--- src/rtl/hazard_pkg.sv ---
// Shared types and helpers for the dual-issue scoreboard.
//   REG_W   : default register index width
//   NO_REG  : all-ones "no register" sentinel for a given index width
//   state_t : issue FSM states
//   instr_t : destination / source register triple of one instruction
package hazard_pkg;

    localparam int REG_W = 4;

    function automatic logic [31:0] NO_REG(input int unsigned w);
        return (32'd1 << w) - 32'd1;
    endfunction

    typedef enum logic {
        PAIR   = 1'b0,
        B_ONLY = 1'b1
    } state_t;

    typedef struct packed {
        logic [REG_W-1:0] des;
        logic [REG_W-1:0] s1;
        logic [REG_W-1:0] s2;
    } instr_t;

endpackage

--- src/rtl/pair_hazard_check.sv ---
// Combinational intra-pair hazard detect between an older instruction A and
// a younger instruction B. The NO_REG sentinel never matches anything.
//   a_des/a_s1/a_s2 : older instruction registers
//   b_des/b_s1/b_s2 : younger instruction registers
//   hazard          : B reads A's dest (RAW), writes an A source (WAR),
//                     or writes A's dest (WAW)
module pair_hazard_check
    import hazard_pkg::*;
#(
    parameter int REG_W = hazard_pkg::REG_W
) (
    input  logic [REG_W-1:0] a_des,
    input  logic [REG_W-1:0] a_s1,
    input  logic [REG_W-1:0] a_s2,
    input  logic [REG_W-1:0] b_des,
    input  logic [REG_W-1:0] b_s1,
    input  logic [REG_W-1:0] b_s2,
    output logic             hazard
);

    localparam logic [REG_W-1:0] NOREG = REG_W'(NO_REG(REG_W));

    // Equality with one side checked against NO_REG is enough: a match
    // where both sides are NO_REG is suppressed by that same check.
    function automatic logic hit(input logic [REG_W-1:0] x, input logic [REG_W-1:0] y);
        return (x != NOREG) && (x == y);
    endfunction

    logic raw, war, waw;

    assign raw    = hit(a_des, b_s1) | hit(a_des, b_s2);
    assign war    = hit(b_des, a_s1) | hit(b_des, a_s2);
    assign waw    = hit(b_des, a_des);
    assign hazard = raw | war | waw;

endmodule

--- src/rtl/dual_issue_scoreboard.sv ---
// Dual-issue scoreboard between issue queue and execute stage.
// Checks an ordered pair (A older, B younger) against the register busy
// scoreboard and against each other, then issues both, A only (B on a later
// cycle from B_ONLY), or stalls. Issued instructions land in a registered
// output slot with valid/ready handshake.
//   clk, rst_n          : clock, async active-low reset
//   in_valid / in_ready : pair handshake; in_ready = whole pair consumed
//   a_*, b_valid, b_*   : instruction pair fields
//   out_ready           : execute stage accepts the output slot
//   iss_*               : registered output slot
//   wb_valid / wb_des   : writeback ports clearing busy bits
//   stall_cnt           : saturating count of in_valid && !in_ready cycles
module dual_issue_scoreboard
    import hazard_pkg::*;
#(
    parameter int REG_W  = hazard_pkg::REG_W,
    parameter int NUM_WB = 2,
    parameter int CNT_W  = 16
) (
    input  logic                    clk,
    input  logic                    rst_n,
    input  logic                    in_valid,
    output logic                    in_ready,
    input  logic [REG_W-1:0]        a_des,
    input  logic [REG_W-1:0]        a_s1,
    input  logic [REG_W-1:0]        a_s2,
    input  logic                    b_valid,
    input  logic [REG_W-1:0]        b_des,
    input  logic [REG_W-1:0]        b_s1,
    input  logic [REG_W-1:0]        b_s2,
    input  logic                    out_ready,
    output logic                    iss_a_valid,
    output logic                    iss_b_valid,
    output logic [REG_W-1:0]        iss_a_des,
    output logic [REG_W-1:0]        iss_a_s1,
    output logic [REG_W-1:0]        iss_a_s2,
    output logic [REG_W-1:0]        iss_b_des,
    output logic [REG_W-1:0]        iss_b_s1,
    output logic [REG_W-1:0]        iss_b_s2,
    input  logic [NUM_WB-1:0]       wb_valid,
    input  logic [NUM_WB*REG_W-1:0] wb_des,
    output logic [CNT_W-1:0]        stall_cnt
);

    localparam int               NREG  = 1 << REG_W;
    localparam logic [REG_W-1:0] NOREG = REG_W'(NO_REG(REG_W));

    state_t            state_q, state_d;
    logic [NREG-1:0]   busy_q, busy_d;
    logic              a_ok, b_ok, intra, slot_free;
    logic              iss_a, iss_b;

    // busy_q[NOREG] is held at 0, so plain indexing already ignores NO_REG.
    assign a_ok      = !busy_q[a_s1] && !busy_q[a_s2] && !busy_q[a_des];
    assign b_ok      = !busy_q[b_s1] && !busy_q[b_s2] && !busy_q[b_des];
    assign slot_free = !(iss_a_valid || iss_b_valid) || out_ready;

    pair_hazard_check #(.REG_W(REG_W)) u_hz (
        .a_des  (a_des),
        .a_s1   (a_s1),
        .a_s2   (a_s2),
        .b_des  (b_des),
        .b_s1   (b_s1),
        .b_s2   (b_s2),
        .hazard (intra)
    );

    always_comb begin
        iss_a    = 1'b0;
        iss_b    = 1'b0;
        in_ready = 1'b0;
        state_d  = state_q;
        case (state_q)
            PAIR: begin
                if (in_valid && a_ok && slot_free) begin
                    iss_a = 1'b1;
                    if (!b_valid || (b_ok && !intra)) begin
                        iss_b    = b_valid;
                        in_ready = 1'b1;
                    end else begin
                        // A goes now; B waits with A's dest visible in busy.
                        state_d = B_ONLY;
                    end
                end
            end
            B_ONLY: begin
                if (in_valid && b_ok && slot_free) begin
                    iss_b    = 1'b1;
                    in_ready = 1'b1;
                    state_d  = PAIR;
                end
            end
            default: state_d = PAIR;
        endcase
    end

    // Clears first, then sets, so a set wins on the same bit.
    always_comb begin
        busy_d = busy_q;
        for (int k = 0; k < NUM_WB; k++) begin
            if (wb_valid[k]) busy_d[wb_des[k*REG_W +: REG_W]] = 1'b0;
        end
        if (iss_a) busy_d[a_des] = 1'b1;
        if (iss_b) busy_d[b_des] = 1'b1;
        busy_d[NOREG] = 1'b0;
    end

    always_ff @(posedge clk or negedge rst_n) begin
        if (!rst_n) begin
            state_q <= PAIR;
            busy_q  <= '0;
        end else begin
            state_q <= state_d;
            busy_q  <= busy_d;
        end
    end

    // Slot reloads whenever it is free; a no-issue cycle writes zero valids.
    // Fields are captured unconditionally and only meaningful under valid.
    always_ff @(posedge clk or negedge rst_n) begin
        if (!rst_n) begin
            iss_a_valid <= 1'b0;
            iss_b_valid <= 1'b0;
            iss_a_des   <= '0;
            iss_a_s1    <= '0;
            iss_a_s2    <= '0;
            iss_b_des   <= '0;
            iss_b_s1    <= '0;
            iss_b_s2    <= '0;
        end else if (slot_free) begin
            iss_a_valid <= iss_a;
            iss_b_valid <= iss_b;
            iss_a_des   <= a_des;
            iss_a_s1    <= a_s1;
            iss_a_s2    <= a_s2;
            iss_b_des   <= b_des;
            iss_b_s1    <= b_s1;
            iss_b_s2    <= b_s2;
        end
    end

    always_ff @(posedge clk or negedge rst_n) begin
        if (!rst_n) begin
            stall_cnt <= '0;
        end else if (in_valid && !in_ready && (stall_cnt != '1)) begin
            stall_cnt <= stall_cnt + 1'b1;
        end
    end

endmodule

--- config.mk ---
export PLATFORM = sky130hd
export DESIGN_NAME = dual_issue_scoreboard
export DESIGN_NICKNAME = d
export VERILOG_FILES = /design/src/rtl/hazard_pkg.sv /design/src/rtl/pair_hazard_check.sv /design/src/rtl/dual_issue_scoreboard.sv
export SDC_FILE = /design/constraint.sdc
export NUM_CORES = 1
export LEC_CHECK = 0
export ABC_AREA = 1
export BUFFER_PORTS_ARGS = -buffer_cell sky130_fd_sc_hd__buf_2
export CORE_MARGIN = 2
export CORE_UTILIZATION = 56
export DETAILED_ROUTE_END_ITERATION = 8
export PLACE_DENSITY_LB_ADDON = 0.25
export SYNTH_ARGS = -nofsm -noshare
export SYNTH_HDL_FRONTEND = slang
export SYNTH_SLANG_ARGS = --single-unit
--- constraint.sdc ---
create_clock -name clk -period 2.2 [get_ports clk]
set_input_delay 0.22 -clock clk [delete_from_list [all_inputs] [get_ports clk]]
set_output_delay 0.22 -clock clk [all_outputs]
set_load 0.01 [all_outputs]
# [After elaboration in Yosys (flattened, before gate mapping)]
# Cells that the tools add are included.
[totals] in_bits=39 output_inout_bits=43 elab_cells=113 memories=0 romBits=0 ram_bits=0 ff_bits=58 latch_bits=0
[op_classes] div=0 add_sub_neg=1 n_mul=0 muxes=37 magnitude_cmp=12 shift=0 bitwise_logic=11 eq_ne=8 n_reduce_logical=33
[ops] operator="$mux W15" count=4
[ops] operator="$lt A4 B5 Y1 const B" count=8
[ops] operator="$and A15 B15 Y15" count=2
[ops] operator="$not A15 Y15" count=2
[ops] operator="$or A15 B15 Y15" count=2
[ops] operator="$bmux W1 S4" count=6
[ops] operator="$eq A4 B4 Y1" count=5
[ops] operator="$logic_and A1 B1 Y1" count=20
[ops] operator="$mux W1" count=20
[ops] operator="$add A16 B1 Y16 const B" count=1
[ops] operator="$demux W1 S4" count=4
[ops] operator="$ge A4 B1 Y1 const B" count=4
[ops] operator="$ne A16 B16 Y1 const B" count=1
[ops] operator="$logic_not A1 Y1" count=10
[ops] operator="$ne A4 B4 Y1 const B" count=2
[ops] operator="$pmux W1 S2" count=3
[ops] operator="$or A1 B1 Y1" count=4
[ops] operator="$logic_or A1 B1 Y1" count=3
[ops] operator="$not A1 Y1" count=1

# [Logic depth before layout (Yosys ltp)]
# Gate-level depths: netlist of run 1.
[logic_depth] depth_word=14 ltp_mapped=17 ltp_nobuf=16

# [Hierarchy]
# From an unflattened synthesis of run 1, not the netlist that was laid out.
[unflattened] hier_cells=686 hier_area_um2=4374.2
[modules_own_cells] mod="dual_issue_scoreboard" n_inst=1 seq_area_each_um2=1451.4 cells_per_inst=604 area_per_inst_um2=4020.1
[modules_own_cells] mod="pair_hazard_check" n_inst=1 seq_area_each_um2=0.0 cells_per_inst=82 area_per_inst_um2=354.1

# [Worst setup path before layout of run 1]
# No wires, ideal clock.
[synth_timing] path_kind="register to register" from="reg stall_cnt[0]" to="reg stall_cnt[10]" path_buffers=1 path_stages_with_launch=12 setup_slack_ns=0.359 period_less_slack_ns=1.841 setup_time_ns=0.119 arrival_time_ns=1.722 t_required_ns=2.081 cell_sequence="dfrtp_1 -> ha_1 -> nand2_1 -> inv_1 -> nand2_1 -> nor2_1 -> nand2_1 -> nor2_1 -> inv_1 -> clkbuf_1 -> nand4_1 -> nand2_1"
[synth_via] elab_chain_cells=2
[synth_lines] item="from (decl)" line="dual_issue_scoreboard.sv:42" text="output logic [CNT_W-1:0] stall_cnt"
[synth_lines] item="from (signal assigned)" line="dual_issue_scoreboard.sv:146" text="stall_cnt <= stall_cnt + 1'b1;"
[synth_lines] item="parallel branches: the longest is 2 deep, another holds $add A16 B1 Y16"
# Parallel ways; which one is timed is not known.
# A chain may end at the register's enable or synchronous reset.

# [Final worst setup path of run 1]
[layout_timing] from="reg busy_q[2]" to="out in_ready"
[layout_via] elab_chain_cells=10
[layout_lines] item="from (decl)" line="dual_issue_scoreboard.sv:49" text="logic [NREG-1:0] busy_q, busy_d;"
[layout_lines] item="from (signal assigned)" line="dual_issue_scoreboard.sv:114" text="busy_q <= busy_d;"
[layout_lines] item="$bmux W1 S4" line="dual_issue_scoreboard.sv:55" text="assign b_ok = !busy_q[b_s1] && !busy_q[b_s2] && !busy_q[b_des];"
[layout_lines] item="$mux W1 (not written as such)" line="dual_issue_scoreboard.sv:55"
[layout_lines] item="$logic_not A1 Y1" line="dual_issue_scoreboard.sv:55"
[layout_lines] item="$logic_and A1 B1 Y1 (2 in series)" line="dual_issue_scoreboard.sv:55"
[layout_lines] item="$logic_and A1 B1 Y1" line="dual_issue_scoreboard.sv:77" text="if (!b_valid || (b_ok && !intra)) begin"
[layout_lines] item="$logic_or A1 B1 Y1" line="dual_issue_scoreboard.sv:77"
[layout_lines] item="$mux W1" line="dual_issue_scoreboard.sv:77"
[layout_lines] item="$mux W1" line="dual_issue_scoreboard.sv:75" text="if (in_valid && a_ok && slot_free) begin"
[layout_lines] item="$pmux W1 S2 (*)" line="dual_issue_scoreboard.sv:73" text="case (state_q)"
[layout_lines] item="to (decl)" line="dual_issue_scoreboard.sv:23" text="output logic in_ready,"
# Every way passes the cells marked *; elsewhere a longest branch is shown, timed or not. The select of a mux whose other input is x is not followed.

==> run_results.csv, run 1 <==
group,metric,value,unit
finish,final_cell_mix,"nand2_1, buf_2, nand3_1",
logic_synthesis,synth-seq-cells,58,
pwr,vdd_drop_max,0.672,mV
sta,fin_crit,2210,ps
finish,seqCellArea,1460,um^2
placement,place_congestion,0.982,
drt,wl_per_cell,16.4,um
logic_synthesis,yosysWarnings,0,
sta,fmax,453,MHz
cts,clockBufferDepth,2,
global_routing,grt_overflow,0,
setup_path,critPathMaxStageDelay,490,ps
finish,multi_input_area,2500,um^2
sta,hold-worst-slack,137,ps
logic_synthesis,synth_flop_cell,"dfrtp_1",
global_routing,grt_util_all_layers,0.336,
global_routing,grt_max_degree,49,
cts,clk_pin_slew,70,ps
floorplan,pin_count,82,
pwr,power_per_cell_area,895,nW/um^2
finish,layout_commonest_cell,"nand2_1",
drt,drc_errors,0,
finish,num-nets-final,780,
drt,vias,4919,
floorplan,die_x,91.7,um
logic_synthesis,avgSynthCellArea,6.64,um^2
job,drv_cap,0,
logic_synthesis,synth_top_area_share,0.337,
global_routing,grt_pass1_wl,22400,um
sta,hold_viol,0,
setup_path,worstReg2RegStart,"busy_q[11]",
hold_path,hold_start,"out_ready",
outcome,violations,"negative setup slack",
sta,fin_setup_tns,-8.93,ps
sta,drv_slew,0,
setup_path,r2r_slack,150,ps
finish,final_cell_area,5200,um^2
sta,worst_slew_margin_rel,0.542,
floorplan,coreArea,7370,um^2
drt,drtAntennaViolNets,0,
pwr,power,4.65,mW
logic_synthesis,synth_nets,689,
cts,cts_buffers,9,
sta,worst_slack,-8.93,ps
placement,place_hpwl,10100,um
setup_path,startpoint_type,"flip-flop",
setup_path,end_kind,"primary output",
setup_path,worstPathRequired,1980,ps
floorplan,start_util,0.585,
hold_path,hold_depth,4,
cts,cts_tree,"yes",
finish,drive_above_1_share,0.224,
setup_path,cpMostUsedCell,"nor2_1",
setup_path,cp.arrival,1990,ps
setup_path,worstPathCellList,"nand3_1 -> nand2_1 -> nor2_1 -> nor2_1 -> nor2_1 -> nand2_2 -> nor2_4 -> nand3_2 -> nand2_4 -> a21oi_4 -> inv_1 -> buf_2",
logic_synthesis,syn_area,4310,um^2
cts,cts-htree-levels,3,
setup_path,crit_start,"busy_q[2]",
drt,dr.pass1.iters,5,
sta,finalSetupViolCount,1,
hold_path,hold_path_class,"input port to flip-flop",
logic_synthesis,synth_edf_count,0,
drt,wl,13800,um
logic_synthesis,yosysUniqueCellTypes,38,
placement,placed_area,4800,um^2
sta,worstMarginPinSlew,687,ps
setup_path,cpMaxStageDelayCell,"dfrtp_2",
placement,portBuffers,81,
logic_synthesis,synth_top_cell_by_area,"dfrtp_1",
setup_path,reg2reg_depth,14,
outcome,outcome,"finished with violations",
cts,clk_latency,360,ps
cts,cts-root-buf,"clkbuf_8",
drt,drt-vias-per-instance,5.83,
global_routing,antenna_found_initial,0,
floorplan,rows,31,
floorplan,die_y,91.7,um
sta,rsz0062_at_grt,"yes",
cts,clkSinkCount,58,
logic_synthesis,synth_area_leaders,"dfrtp_1, nand2_1, nand3_1",
setup_path,r2r_end,"busy_q[9]",
finish,area.growth.synth_to_final,20.7,%
logic_synthesis,ys_seq_area_frac,0.337,
floorplan,die_area,8410,um^2
finish,nFillCells,660,
pwr,leakagePower,2.73,nW
logic_synthesis,async_flop_share,1.00,
setup_path,cp_max_fo,7,
drt,drt_iter0_markers,448,
sta,worst_clock_skew,11.6,ps
logic_synthesis,synth_cells,649,
global_routing,grt_pass1_vias,4627,
finish,diodes,0,
hold_path,hold_path_end,"iss_a_valid",
sta,fin_crit_sh,1.00,
setup_path,critPathKind,"flip-flop to primary output",
-- area by class of cell --
type                            count  share of cell area
Clock inverter                      7              0.0241
Inverter                           71              0.0517
Sequential cell                    58               0.281
Multi-Input combinational cell    497               0.481
Clock buffer                        9              0.0238
Timing Repair Buffer              103               0.115
Tap cell                           99              0.0238
-- per-layer routing --
metal | vias up | track usage | part of all wire
met5 | - | 0 | 0
met4 | 0 | 0.170 | 0.039
met1 | 2249 | 0.451 | 0.41
met3 | 57 | 0.0674 | 0.11
met2 | 294 | 0.516 | 0.45
li1 | 2319 | - | -
-- registers in the layout (all words and copies together), names as in the netlist --
register     flops
busy_q          15
iss_a_des        4
iss_a_s1         4
iss_a_s2         4
iss_a_valid      1
iss_b_des        4
iss_b_s1         4
iss_b_s2         4
iss_b_valid      1
stall_cnt       16
state_q          1
-- where the power goes --
group	switching (mW)	leakage, nW	internal (mW)
Clock	0.489	0.124	0.761
Combinational	1.09	1.88	0.641
Sequential	0.313	0.729	1.35
Total	1.90	2.73	2.76
-- worst max-delay path, delay by kind of cell (launching register included) --
| kind | cells | cell delay (ps) |
|---|---|---|
| compound gates | 1 | 70 |
| buf+inv | 2 | 160 |
| flops | 1 | 490 |
| simple gates | 9 | 900 |
-- stage by stage --
stage	utilization	instances	setup WS, ps
3_5_place_dp	0.651	819	74.4
6_report	0.705	844	-8.93
2_1_floorplan	-	649	359
5_1_grt	0.705	844	-107
3_3_place_gp	0.651	819	126
4_1_cts	0.689	838	3.48
-- cell usage after synthesis, types with 2 or more instances --
cell type,count
o21ai_0,40
clkbuf_1,6
inv_1,67
nand2_1,209
nand3_2,4
nand2_4,2
nor2_1,47
xnor2_1,7
o21ai_1,2
nand2_2,3
buf_2,7
o22ai_1,3
nor3_1,8
a21oi_1,28
nand4_1,20
a31oi_1,7
o211ai_1,11
dfrtp_1,58
xor2_1,14
inv_2,2
nor2_2,7
buf_4,4
nand3_1,66
nor4_1,3
o31ai_1,3
buf_6,6
a211oi_1,4
-- kinds of logic after synthesis --
kind of cell	Yosys count	share of synthesized area
AND/OR/NAND/NOR	373	0.383
XOR/XNOR	21	0.0427
flip-flops	58	0.337
buffers and inverters	95	0.0993
adder cells (fa/ha/maj)	1	0.00290
AO/OA/AOI/OAI	101	0.135
-- repair_timing --
| item | 4_1_cts | 5_1_grt |
|---|---|---|
| setup buffers | 2 | 5 |
| endpoints found under the hold margin | 28 | 0 |
| hold buffers | 1 | 0 |
| setup endpoints to repair | 1 | 29 |
| cloned | 0 | 1 |
| pin swaps | 2 | 5 |
| gates resized for setup | 8 | 20 |
-- how the worst max path moves through the flow --
stage / to / slack [ps] / cells after the start
3_5_place_dp: in_ready / 70 / 14
5_1_grt: in_ready / -110 / 14
3_3_place_gp: in_ready / 130 / 14
4_1_cts: in_ready / 3 / 14
2_1_floorplan: stall_cnt[10] / 360 / 11
6_report: in_ready / -9 / 12
Power figures use the tool's default switching activity.
==> run 2: changes to the inputs <==
- CORE_UTILIZATION: 56 -> 51
- clock period: 2.2 -> 1.8 ns (I/O delays scaled with it)
==> run_results.csv, run 2 (synthesis results as in run 1) <==
group,metric,value,unit
outcome,outcome,"finished with violations",
outcome,violations,"negative setup slack",
hold_path,hold_start,"out_ready",
hold_path,hold_path_class,"input port to flip-flop",
pwr,combPwrFrac,0.454,
finish,reg_top3,"stall_cnt: 16 flops, busy_q: 15 flops",
cts,clk_pin_slew,70,ps
cts,clkSinkCount,58,
finish,multi_input_area,2640,um^2
setup_path,cpMaxStageDelayCell,"dfrtp_2",
drt,vias,5364,
global_routing,grt_max_degree,49,
cts,clk_latency,360,ps
setup_path,cp.arrival,2010,ps
setup_path,startpoint_type,"flip-flop",
hold_path,hold_depth,4,
cts,cts-htree-levels,3,
finish,drive_above_1_share,0.335,
sta,drv_slew,0,
pwr,leakagePower,3.21,nW
setup_path,worstPathCellList,"buf_12 -> nand2_1 -> nand3_1 -> nand2_1 -> nand2_1 -> nand3_1 -> nand2_1 -> nor2_4 -> nand3_4 -> nand2_4 -> a21oi_4 -> buf_12 -> clkinv_4 -> buf_6",
placement,dpl.cell_count,899,
finish,seqCellArea,1460,um^2
floorplan,die_y,95.9,um
global_routing,grt_pass1_wl,23900,um
pwr,power_per_cell_area,1030,nW/um^2
placement,portBuffers,81,
drt,drt_iter0_markers,440,
floorplan,start_util,0.524,
placement,dp_slack,-303,ps
sta,finalSetupViolCount,35,
setup_path,critPathMaxStageDelay,450,ps
setup_path,worstReg2RegStart,"busy_q[8]",
sta,worstMarginPinSlew,741,ps
job,drv_cap,0,
placement,placed_area,5400,um^2
cts,cts_buffers,9,
global_routing,antenna_found_initial,0,
global_routing,grt_overflow,0,
sta,worst_clock_skew,13.9,ps
finish,finalNonFillerCells,938,
sta,fin_crit,2190,ps
drt,drc_errors,0,
floorplan,die_area,9200,um^2
sta,rsz0062_at_grt,"yes",
pwr,internal_power,3.78,mW
global_routing,grt_pass1_vias,4813,
hold_path,hold_path_end,"iss_a_valid",
setup_path,r2r_slack,-290,ps
sta,fmax,457,MHz
pwr,p_sw_frac,0.399,
drt,drtAntennaViolNets,0,
finish,diodes,0,
finish,nFillCells,635,
drt,drt-vias-per-instance,5.72,
drt,wl_per_cell,16.6,um
floorplan,pin_count,82,
setup_path,worstPathRequired,1620,ps
pwr,p_switching,2.51,mW
setup_path,reg2reg_depth,12,
global_routing,grt_util_all_layers,0.340,
placement,place_congestion,0.997,
cts,cts-root-buf,"clkbuf_8",
placement,place_hpwl,11100,um
cts,cts_tree,"yes",
setup_path,critPathKind,"flip-flop to primary output",
sta,fin_crit_sh,1.22,
floorplan,coreArea,8220,um^2
pwr,power_frac_clock,0.226,
sta,worst_slack,-388,ps
finish,final_cell_area,6090,um^2
pwr,vdd_drop_max,0.658,mV
finish,final_cell_mix,"nand2_1, buf_4, buf_2",
sta,worst_slew_margin_rel,0.506,
setup_path,end_kind,"primary output",
setup_path,cpMostUsedCell,"nand2_1",
sta,hold_viol,0,
finish,num-nets-final,868,
finish,layout_commonest_cell,"nand2_1",
drt,wl,15600,um
setup_path,cp_max_fo,3,
floorplan,rows,33,
finish,regMostFlops,"stall_cnt",
cts,clockBufferDepth,2,
drt,dr.pass1.iters,5,
sta,hold-worst-slack,139,ps
floorplan,die_x,95.9,um
pwr,p_seq_frac,0.320,
finish,largest_register_ffs,16,
setup_path,r2r_end,"busy_q[4]",
finish,area.growth.synth_to_final,41.4,%
sta,fin_setup_tns,-7930,ps
run 2: changes by cell type in the layout (fill, tap and decap cells not counted), sizes merged:
cell    previous run  this run
buf              102       189
bufinv             3         2
clkbuf             9        12
inv               71        69
nand2            214       215
run 2: worst max-delay path by stage:
stage / cells past startpoint / endpoint / from
CTS: 14 / in_ready / busy_q[1]
detailed placement: 15 / stall_cnt[12] / b_des[1]
finish: 14 / in_ready / busy_q[10]
floorplan: 11 / stall_cnt[10] / stall_cnt[1]
global route: 15 / in_ready / busy_q[11]
global placement: 15 / stall_cnt[4] / b_des[1]
run 2: critical path: cells and delay by family (launching register included):
| kind | cells | cell delay (ps) |
|---|---|---|
| AND/OR/NAND/NOR | 9 | 760 |
| flip-flops | 1 | 450 |
| buffers and inverters | 4 | 380 |
| AO/OA/AOI/OAI | 1 | 60 |
run 2: routing by layer:
layer | global-route usage | wire length, um | up-vias
li1 | - | - | 2505
met2 | 0.526 | 6900 | 371
met1 | 0.452 | 6440 | 2416
met3 | 0.0673 | 1470 | 72
met4 | 0.169 | 771 | 0
met5 | 0 | 0 | -
run 2: cell type report:
type,count,share of cell area
clock buffer,12,0.0255
inverter,71,0.0470
clock inverter,4,0.0121
timing repair buffer,190,0.220
sequential,58,0.240
tap,105,0.0216
multi-input combinational,498,0.434
run 2: power groups by stage:
stage	combinational, mW	sequential (mW)	clock, mW
2_1_floorplan	1.17	2.02	0
3_3_place_gp	2.27	1.98	0
3_5_place_dp	2.30	2.00	0
4_1_cts	2.59	1.97	1.42
5_1_grt	3.10	2.05	1.50
6_report	2.86	2.02	1.42
run 2: what timing repair did:
item	in CTS	in global routing
hold buffers	1	0
pin swaps	11	18
hold endpoints to repair	25	0
resized for setup	27	53
setup buffers	13	9
endpoints found under the setup margin	34	35
gates cloned	2	0
run 2: metrics by stage:
stage | utilization | power [mW]
after floorplan | - | 3.19
after global placement | 0.657 | 4.25
after detailed placement | 0.657 | 4.30
after CTS | 0.712 | 5.98
after global routing | 0.741 | 6.65
final | 0.741 | 6.29
